--- src/rtl/elevator_car_ctrl.sv ---
// elevator_car_ctrl: single-car controller with SCAN scheduling.
// Holds the car floor, latches floor requests in a bitmap, steps one floor every
// TRAVEL_CYCLES cycles toward pending requests and opens the door for DOOR_CYCLES
// cycles at every served floor.
//
// Ports:
//   clk        rising-edge clock
//   reset      synchronous active-high reset
//   req_valid  request strobe, at most one request per cycle
//   req_floor  requested floor, sampled when req_valid=1
//   req_err    one-cycle pulse after a request with req_floor >= NUM_FLOORS
//   floor      current car floor
//   dir_up     travel direction (1 = up), retained outside MOVE
//   moving     high while in MOVE
//   door_open  high while in DOOR
//   arrived    one-cycle pulse on the first DOOR cycle after a MOVE stop
//   pending    request bitmap, bit i = floor i requested
module elevator_car_ctrl #(
  parameter int unsigned NUM_FLOORS    = 8,
  parameter int unsigned FLOOR_W       = $clog2(NUM_FLOORS),
  parameter int unsigned TRAVEL_CYCLES = 4,
  parameter int unsigned DOOR_CYCLES   = 3
) (
  input  logic                  clk,
  input  logic                  reset,
  input  logic                  req_valid,
  input  logic [FLOOR_W-1:0]    req_floor,
  output logic                  req_err,
  output logic [FLOOR_W-1:0]    floor,
  output logic                  dir_up,
  output logic                  moving,
  output logic                  door_open,
  output logic                  arrived,
  output logic [NUM_FLOORS-1:0] pending
);

  localparam int unsigned MaxCycles = (TRAVEL_CYCLES > DOOR_CYCLES) ? TRAVEL_CYCLES
                                                                    : DOOR_CYCLES;
  localparam int unsigned TimerW    = (MaxCycles > 1) ? $clog2(MaxCycles) : 1;

  localparam logic [TimerW-1:0]  TravelLoad = TimerW'(TRAVEL_CYCLES - 1);
  localparam logic [TimerW-1:0]  DoorLoad   = TimerW'(DOOR_CYCLES - 1);
  localparam logic [FLOOR_W-1:0] TopFloor   = FLOOR_W'(NUM_FLOORS - 1);
  localparam logic [FLOOR_W:0]   NumFloorsW = (FLOOR_W + 1)'(NUM_FLOORS);

  typedef enum logic [1:0] {StIdle, StMove, StDoor} state_e;

  state_e                  state_q, state_d;
  logic [FLOOR_W-1:0]      floor_q, floor_d;
  logic                    dir_up_q, dir_up_d;
  logic [TimerW-1:0]       timer_q, timer_d;
  logic [NUM_FLOORS-1:0]   pending_q, pending_d;
  logic                    arrived_q, arrived_d;
  logic                    req_err_q, req_err_d;
  logic                    moving_q, door_open_q;

  logic                    req_ok;
  logic [NUM_FLOORS-1:0]   set_mask, clr_mask;
  logic [FLOOR_W-1:0]      next_floor;
  logic                    at_end;

  function automatic logic any_above(input logic [NUM_FLOORS-1:0] p,
                                     input logic [FLOOR_W-1:0]    f);
    logic r;
    r = 1'b0;
    for (int i = 0; i < int'(NUM_FLOORS); i++) begin
      if (p[i] && (i > int'(f))) r = 1'b1;
    end
    return r;
  endfunction

  function automatic logic any_below(input logic [NUM_FLOORS-1:0] p,
                                     input logic [FLOOR_W-1:0]    f);
    logic r;
    r = 1'b0;
    for (int i = 0; i < int'(NUM_FLOORS); i++) begin
      if (p[i] && (i < int'(f))) r = 1'b1;
    end
    return r;
  endfunction

  always_comb begin
    state_d    = state_q;
    floor_d    = floor_q;
    dir_up_d   = dir_up_q;
    timer_d    = timer_q;
    arrived_d  = 1'b0;
    clr_mask   = '0;
    req_ok     = req_valid && ({1'b0, req_floor} < NumFloorsW);
    req_err_d  = req_valid && !req_ok;
    set_mask   = req_ok ? (NUM_FLOORS'(1) << req_floor) : '0;
    next_floor = dir_up_q ? (floor_q + 1'b1) : (floor_q - 1'b1);
    at_end     = dir_up_q ? (floor_q == TopFloor) : (floor_q == '0);

    unique case (state_q)
      StIdle: begin
        if (pending_q[floor_q]) begin
          clr_mask[floor_q] = 1'b1;
          state_d           = StDoor;
          timer_d           = DoorLoad;
        end else if (any_above(pending_q, floor_q) &&
                     (dir_up_q || !any_below(pending_q, floor_q))) begin
          dir_up_d = 1'b1;
          state_d  = StMove;
          timer_d  = TravelLoad;
        end else if (any_below(pending_q, floor_q)) begin
          dir_up_d = 1'b0;
          state_d  = StMove;
          timer_d  = TravelLoad;
        end
      end
      StMove: begin
        if (timer_q != '0) begin
          timer_d = timer_q - 1'b1;
        end else if (at_end) begin
          // Step would leave the shaft: hold position and re-plan from IDLE.
          state_d = StIdle;
        end else begin
          floor_d = next_floor;
          if (pending_q[next_floor]) begin
            clr_mask[next_floor] = 1'b1;
            arrived_d            = 1'b1;
            state_d              = StDoor;
            timer_d              = DoorLoad;
          end else if (dir_up_q ? any_above(pending_q, next_floor)
                                : any_below(pending_q, next_floor)) begin
            timer_d = TravelLoad;
          end else begin
            state_d = StIdle;
          end
        end
      end
      StDoor: begin
        if (req_ok && (req_floor == floor_q)) begin
          // Call for the open floor keeps the door open instead of queueing.
          set_mask = '0;
          timer_d  = DoorLoad;
        end else if (timer_q == '0) begin
          state_d = StIdle;
        end else begin
          timer_d = timer_q - 1'b1;
        end
      end
      default: state_d = StIdle;
    endcase

    // Clear after set: a stop serving a floor wins over a same-edge request for it.
    pending_d = (pending_q | set_mask) & ~clr_mask;
  end

  always_ff @(posedge clk) begin
    if (reset) begin
      state_q     <= StIdle;
      floor_q     <= '0;
      dir_up_q    <= 1'b1;
      timer_q     <= '0;
      pending_q   <= '0;
      arrived_q   <= 1'b0;
      req_err_q   <= 1'b0;
      moving_q    <= 1'b0;
      door_open_q <= 1'b0;
    end else begin
      state_q     <= state_d;
      floor_q     <= floor_d;
      dir_up_q    <= dir_up_d;
      timer_q     <= timer_d;
      pending_q   <= pending_d;
      arrived_q   <= arrived_d;
      req_err_q   <= req_err_d;
      moving_q    <= (state_d == StMove);
      door_open_q <= (state_d == StDoor);
    end
  end

  assign req_err   = req_err_q;
  assign floor     = floor_q;
  assign dir_up    = dir_up_q;
  assign moving    = moving_q;
  assign door_open = door_open_q;
  assign arrived   = arrived_q;
  assign pending   = pending_q;

endmodule

--- config.mk ---
export PLATFORM = sky130hd
export DESIGN_NAME = elevator_car_ctrl
export DESIGN_NICKNAME = d
export VERILOG_FILES = /design/src/rtl/elevator_car_ctrl.sv
export SDC_FILE = /design/constraint.sdc
export NUM_CORES = 1
export LEC_CHECK = 0
export ABC_AREA = 0
export BUFFER_PORTS_ARGS = -buffer_cell sky130_fd_sc_hd__buf_2
export CORE_ASPECT_RATIO = 1.4
export CORE_UTILIZATION = 60
export CTS_BUF_LIST = sky130_fd_sc_hd__clkbuf_2
export DETAILED_ROUTE_END_ITERATION = 16
export PLACE_DENSITY = 0.82
export SLEW_MARGIN = 25
export SYNTH_ARGS = -nofsm -noshare
export SYNTH_HDL_FRONTEND = slang
export SYNTH_SLANG_ARGS = --single-unit
--- constraint.sdc ---
create_clock -name clk -period 3 [get_ports clk]
set_input_delay 0.3 -clock clk [delete_from_list [all_inputs] [get_ports clk]]
set_output_delay 0.3 -clock clk [all_outputs]
set_load 0.005 [all_outputs]
Yosys cells after proc, flatten, opt, wreduce, memory -nomap -nowiden --
Index checks and enable logic that the tools add are counted. W data, S select, Z words.
Storage, ports and cells: register bits 19, latch bits 0, RAM bits 0, memory bits (read-only) 0, word-level logic and storage cells 190, memories 0
Cells by class: add/subtract/negate cells 3, $mul 0, divide/modulo/power cells 0, magnitude comparators 32, equality and inequality tests 10, shifts and indexed selects 1, muxes and demuxes 85, bitwise operators 7, reductions and logical operators 44
Operators by type and width (count):
- $mux W8 | 7
- $mux W1 | 52
- $mux W2 | 18
- $logic_and A1 B1 Y1 | 32
- $gt A3 B3 Y1 const A | 8
- $lt A3 B3 Y1 const A | 6
- $pmux W8 S2 | 1
- $gt A2 B3 Y1 const A | 4
- $lt A1 B3 Y1 const A | 4
- $lt A2 B3 Y1 const A | 4
- $pmux W2 S3 | 2
- $and A8 B8 Y8 | 1
- $lt A3 B4 Y1 const B | 2
- $ne A4 B4 Y1 const B | 2
- $not A8 Y8 | 1
- $or A8 B8 Y8 | 1
- $shl A1 B3 Y8 const A | 1
- $bmux W1 S3 | 2
- $demux W1 S3 | 2
- $ge A3 B1 Y1 const B | 2
- $gt A1 B3 Y1 const A | 2
- $ne A3 B3 Y1 const B | 2
- $reduce_and A3 Y1 | 2
- $reduce_and A5 Y1 | 1
- 16 further kinds | 23

Logic depth before layout (Yosys ltp) --
word-level depth 22, depth in mapped cells 11, gate-level depth less buffers 9

Least setup slack after synthesis --
Ideal clock, no wire load.
path type register to register, start point reg floor_q[1], in the netlist floor[1], end point reg door_open_q, in the netlist door_open, arrival 2.666 ns, required time 2.913 ns, slack 0.247 ns, cell stages (with the launch flop) 12, buffers on the path 2, period minus slack after synthesis 2.753 ns, path through dfxtp_1 -> buf_2 -> inv_1 -> ha_1 -> buf_2 -> nor2_1 -> a2111oi_2 -> o21ai_1 -> a221oi_1 -> nor2_1 -> a41oi_2 -> nor4b_2
Between the ends: longest elaborated chain between the ends 22, elaborated cells between the ends (all ways) 125, those cells by class add/sub: 2; order compare: 28; eq/ne: 3; mux: 59; reduce/logical: 33
RTL lines:
- from (decl) | line 49 | logic [FLOOR_W-1:0] floor_q, floor_d;
- from (signal assigned) | line 164 | floor_q <= floor_d;
- $sub A3 B1 Y3 / $add A3 B1 Y3 (equally long branches) | line 92 | next_floor = dir_up_q ? (floor_q + 1'b1) : (floor_q - 1'b1);
- $mux W3 | line 92
- $lt A1 B3 Y1 / $gt A1 B3 Y1 (equally long branches) | line 77, 67
- $logic_and A1 B1 Y1 (on tied branches) | line 77, 67
- $mux W1 (on tied branches) (7 in a row) | line 77, 67
- $mux W1 | line 120 | if (pending_q[next_floor]) begin
- $mux W1 | line 115 | end else if (at_end) begin
- $mux W1 | line 113 | if (timer_q != '0) begin
- $mux W1 | line 95 | unique case (state_q)
- $mux W1 | line 125 | end else if (dir_up_q ? any_above(pending_q, next_floor)
- $mux W2 | line 125
- $mux W2 | line 120
- $mux W2 | line 115
- $mux W2 | line 113
- $pmux W2 S3 (*) | line 95
- $eq A2 B2 Y1 (*) | line 171 | door_open_q <= (state_d == StDoor);
- to (signal assigned) | line 171
- to (decl) | line 55 | logic moving_q, door_open_q;
Mark *: on every way between the ends. The rest lies on a longest branch, timed or not. The select of a mux whose other input is x is not followed. A chain may end at the register's enable or synchronous reset.

Final worst setup path --
Ends and elaborated chain as after synthesis.

==> results.md <==
- GRT met3 Usage: 0.0320
- Starting DRT DRC Count: 120
- CP cell instances: inv_1, ha_1, nor2_1, a2111oi_2, o21ai_1, a221oi_1, nor2_1, a41oi_2, nor4b_2
- Die W: 48.5 um
- Postcts setup bufs: 0
- Post-Syn Nets: 246
- Leak: 0.789 nW
- Post-DR wirelength/cell: 16.9 um
- Fin nets: 261
- PortBufs: 20
- R2R depth: 9
- Post-layout instance area: 1920 um2
- Cell variety after synth: 54
- Status: complete, no violations
- Most frequent cells in the layout: nor2_1, a21oi_1, buf_2, dfxtp_1, nand2_1
- Post-synthesis sequential area ratio: 0.210
- CP Capture Type: flop
- Flop2flop setup slack: 0.27 ns
- CP top delay family: compound AO/OA/AOI/OAI gates
- Routability Congestion: 0.936
- Slowest stage delay, CP: 0.51 ns
- Clock Path Buffers: 2
- Sequential Area: 380 um2
- Number of hold violations in the final report: 0
- #FFs+latches synth: 19
- Post-Syn Area: 1810 um2
- Drt total wl: 4770 um
- Global-route wire length before repair: 7910 um
- Commonest non-fill, non-tap cell in the layout: nor2_1
- Crit path max fanout: 7
- Initial antenna violation count: 0
- Pre-antenna DRT Iters: 4
- CP required: 3.26 ns
- Final period util: 0.909
- Ports: 22
- Diode count: 0
- Worst reg2reg startpoint: floor[1]$_SDFFE_PP0P_
- Post-synth EDFFs: 0
- Fin util: 0.668
- Area Growth Syn to Fin: 6.00%
- Clock Pin Slew Worst Setup and Hold Paths: 0.20 ns
- Global Route met2 Usage: 0.574
- Critical Path AT: 2.99 ns
- Area of the multi-input gates: 1270 um2
- FFs w/ async S/R, synth: 0
- Max_slew headroom: 0.559
- DPL Wire Length: 3510 um
- Setup Skew: 0.00529 ns
- Worst slew pin tran: 0.661 ns
- Pins over their slew limit: 0
- WHS: 0.327 ns
- Hold Crit Depth: 3
- Mapped Cells: 231
- GRT met1 Usage: 0.375
- Min-delay worst type: input pin to flop
- Worst path slowest cell: ha_1
- Pwr dens: 540 nW/um2
- Mean Syn Cell Area: 7.85 um2
- Share of the synthesized area in the top cell type: 0.210
- Worst r2r dst: door_open$_SDFF_PP0_
- Area of the core: 2880 um2
- CP startpoint: floor[1]$_SDFFE_PP0P_
- Hold path start: req_floor[0]
- TritonCTS Buffers: 3
- WHS Endpoint: pending[3]$_SDFF_PP0_
- Cell taking the most area after synthesis: dfxtp_1
- Layer carrying the most global-route usage: met2
- Minimum clock period after layout: 2.73 ns
- Max-cap violation count: 0
- Die footprint: 3250 um2
- Syn. warnings: 0
- WS Path Type: flop to flop
- Root Driver: clkbuf_2
- Via count: 1792
- TritonCTS clock tree: yes
- H-tree levels: 1
- Setup violators final: 0
- Initial core utilization: 0.630
- Placement Cell Area: 1900 um2
- Post-DRT Antenna Nets: 0
- Post-cts repair resize count: 0
- IR Drop Worst-Case VDD: 0.000537 V
- Share of cells above drive strength 1: 0.200
- Row cnt: 23
- Cell mode on critical path: nor2_1
- Max Clock Freq: 367 MHz
- Number of buffers and inverters on the critical path: 1
- RSZ-0062 raised after global routing: false
- DRC violations left: 0
- Critical Path Source Type: flop
- Total grt overflow: 0
- CTS Sinks: 19
- Number of global-route vias before repair: 1673
- Clk Latency, worst-skew pair: 0.32 ns
- Largest net degree at the start of global routing: 21
- Overall global routing resource usage: 0.316
- Vias/cell: 6.35
- Top_reg_cell synth: dfxtp_1
- Filler cells: 279
- Die H: 67.1 um
- CTS Hold Bufs: 0
- Setup TNS: 0 ns
- Synth area leaders: dfxtp_1, ha_1, nor2_1
[synthesized netlist by cell type (2+ instances only)]
| cell | count |
|---|---|
| a2111oi_0 | 4 |
| a2111oi_2 | 2 |
| a211oi_1 | 4 |
| a21o_1 | 5 |
| a21oi_1 | 20 |
| a22oi_1 | 3 |
| a311o_1 | 2 |
| a311oi_1 | 2 |
| a31oi_1 | 7 |
| a41oi_2 | 2 |
| buf_2 | 4 |
| buf_4 | 2 |
| buf_6 | 4 |
| clkbuf_1 | 6 |
| dfxtp_1 | 19 |
| ha_1 | 9 |
| inv_1 | 13 |
| inv_2 | 4 |
| mux2i_1 | 7 |
| mux4_2 | 2 |
| nand2_1 | 15 |
| nand2b_1 | 2 |
| nand3_1 | 3 |
| nor2_1 | 29 |
| nor2b_1 | 8 |
| nor3_1 | 10 |
| nor4_1 | 3 |
| nor4b_2 | 2 |
| o21ai_0 | 8 |
| o21ai_1 | 2 |
| xnor2_1 | 3 |
| xnor2_2 | 3 |
[through the flow]
| step | worst slack (ns) | total power (W) | cells |
|---|---|---|---|
| finish | 0.272 | 0.00104 | 282 |
| global route | 0.0579 | 0.00111 | 282 |
| CTS | 0.277 | 0.00103 | 282 |
| detailed placement | 0.305 | 0.000914 | 278 |
| global placement | 0.357 | 0.000904 | 278 |
| floorplan | 0.247 | 0.000783 | 231 |
[area by class of cell]
class | instances | share of cell area
Clock buffer | 3 | 0.00781
Clock inverter | 1 | 0.00260
Inverter | 17 | 0.0332
Multi-Input combinational cell | 179 | 0.659
Sequential cell | 19 | 0.198
Tap cell | 37 | 0.0241
Timing Repair Buffer | 26 | 0.0755
[where the power goes]
group          internal, W  switching, W
sequential        0.000286     0.0000308
combinational     0.000241      0.000364
clock            0.0000302     0.0000872
total             0.000557      0.000482
[flip-flops by register name, summed over array words and instances (netlist names)]
register   flops
state_q        2
arrived        1
timer_q        2
pending        8
moving         1
door_open      1
dir_up         1
floor          3
[worst min-delay path: cells and delay by family]
| family | cells | cell delay (ns) |
|---|---|---|
| compound gates | 2 | 0.18 |
| buf+inv | 1 | 0.15 |
[worst max path at each step]
stage | endpoint | slack (ns) | depth (start not counted)
after floorplan | door_open$_SDFF_PP0_ | 0.25 | 11
after global placement | door_open$_SDFF_PP0_ | 0.36 | 9
after detailed placement | door_open$_SDFF_PP0_ | 0.31 | 9
after CTS | door_open$_SDFF_PP0_ | 0.28 | 9
after global routing | door_open$_SDFF_PP0_ | 0.06 | 9
final | door_open$_SDFF_PP0_ | 0.27 | 9
[kinds of logic after synthesis]
family / count (synthesis) / synth area share
AO/OA/AOI/OAI: 73 / 0.290
buffers and inverters: 33 / 0.0917
other: 1 / 0.00207
adder cells (fa/ha/maj): 9 / 0.0621
multiplexers: 10 / 0.0697
XOR/XNOR: 8 / 0.0614
flip-flops: 19 / 0.210
AND/OR/NAND/NOR: 78 / 0.214
[routing by layer]
| layer | routed length [um] | vias up |
|---|---|---|
| met4 | 84 | 0 |
| met2 | 2450 | 87 |
| li1 | - | 876 |
| met1 | 1960 | 821 |
| met3 | 271 | 8 |
| met5 | 0 | - |
Power figures use the tool's default switching activity.
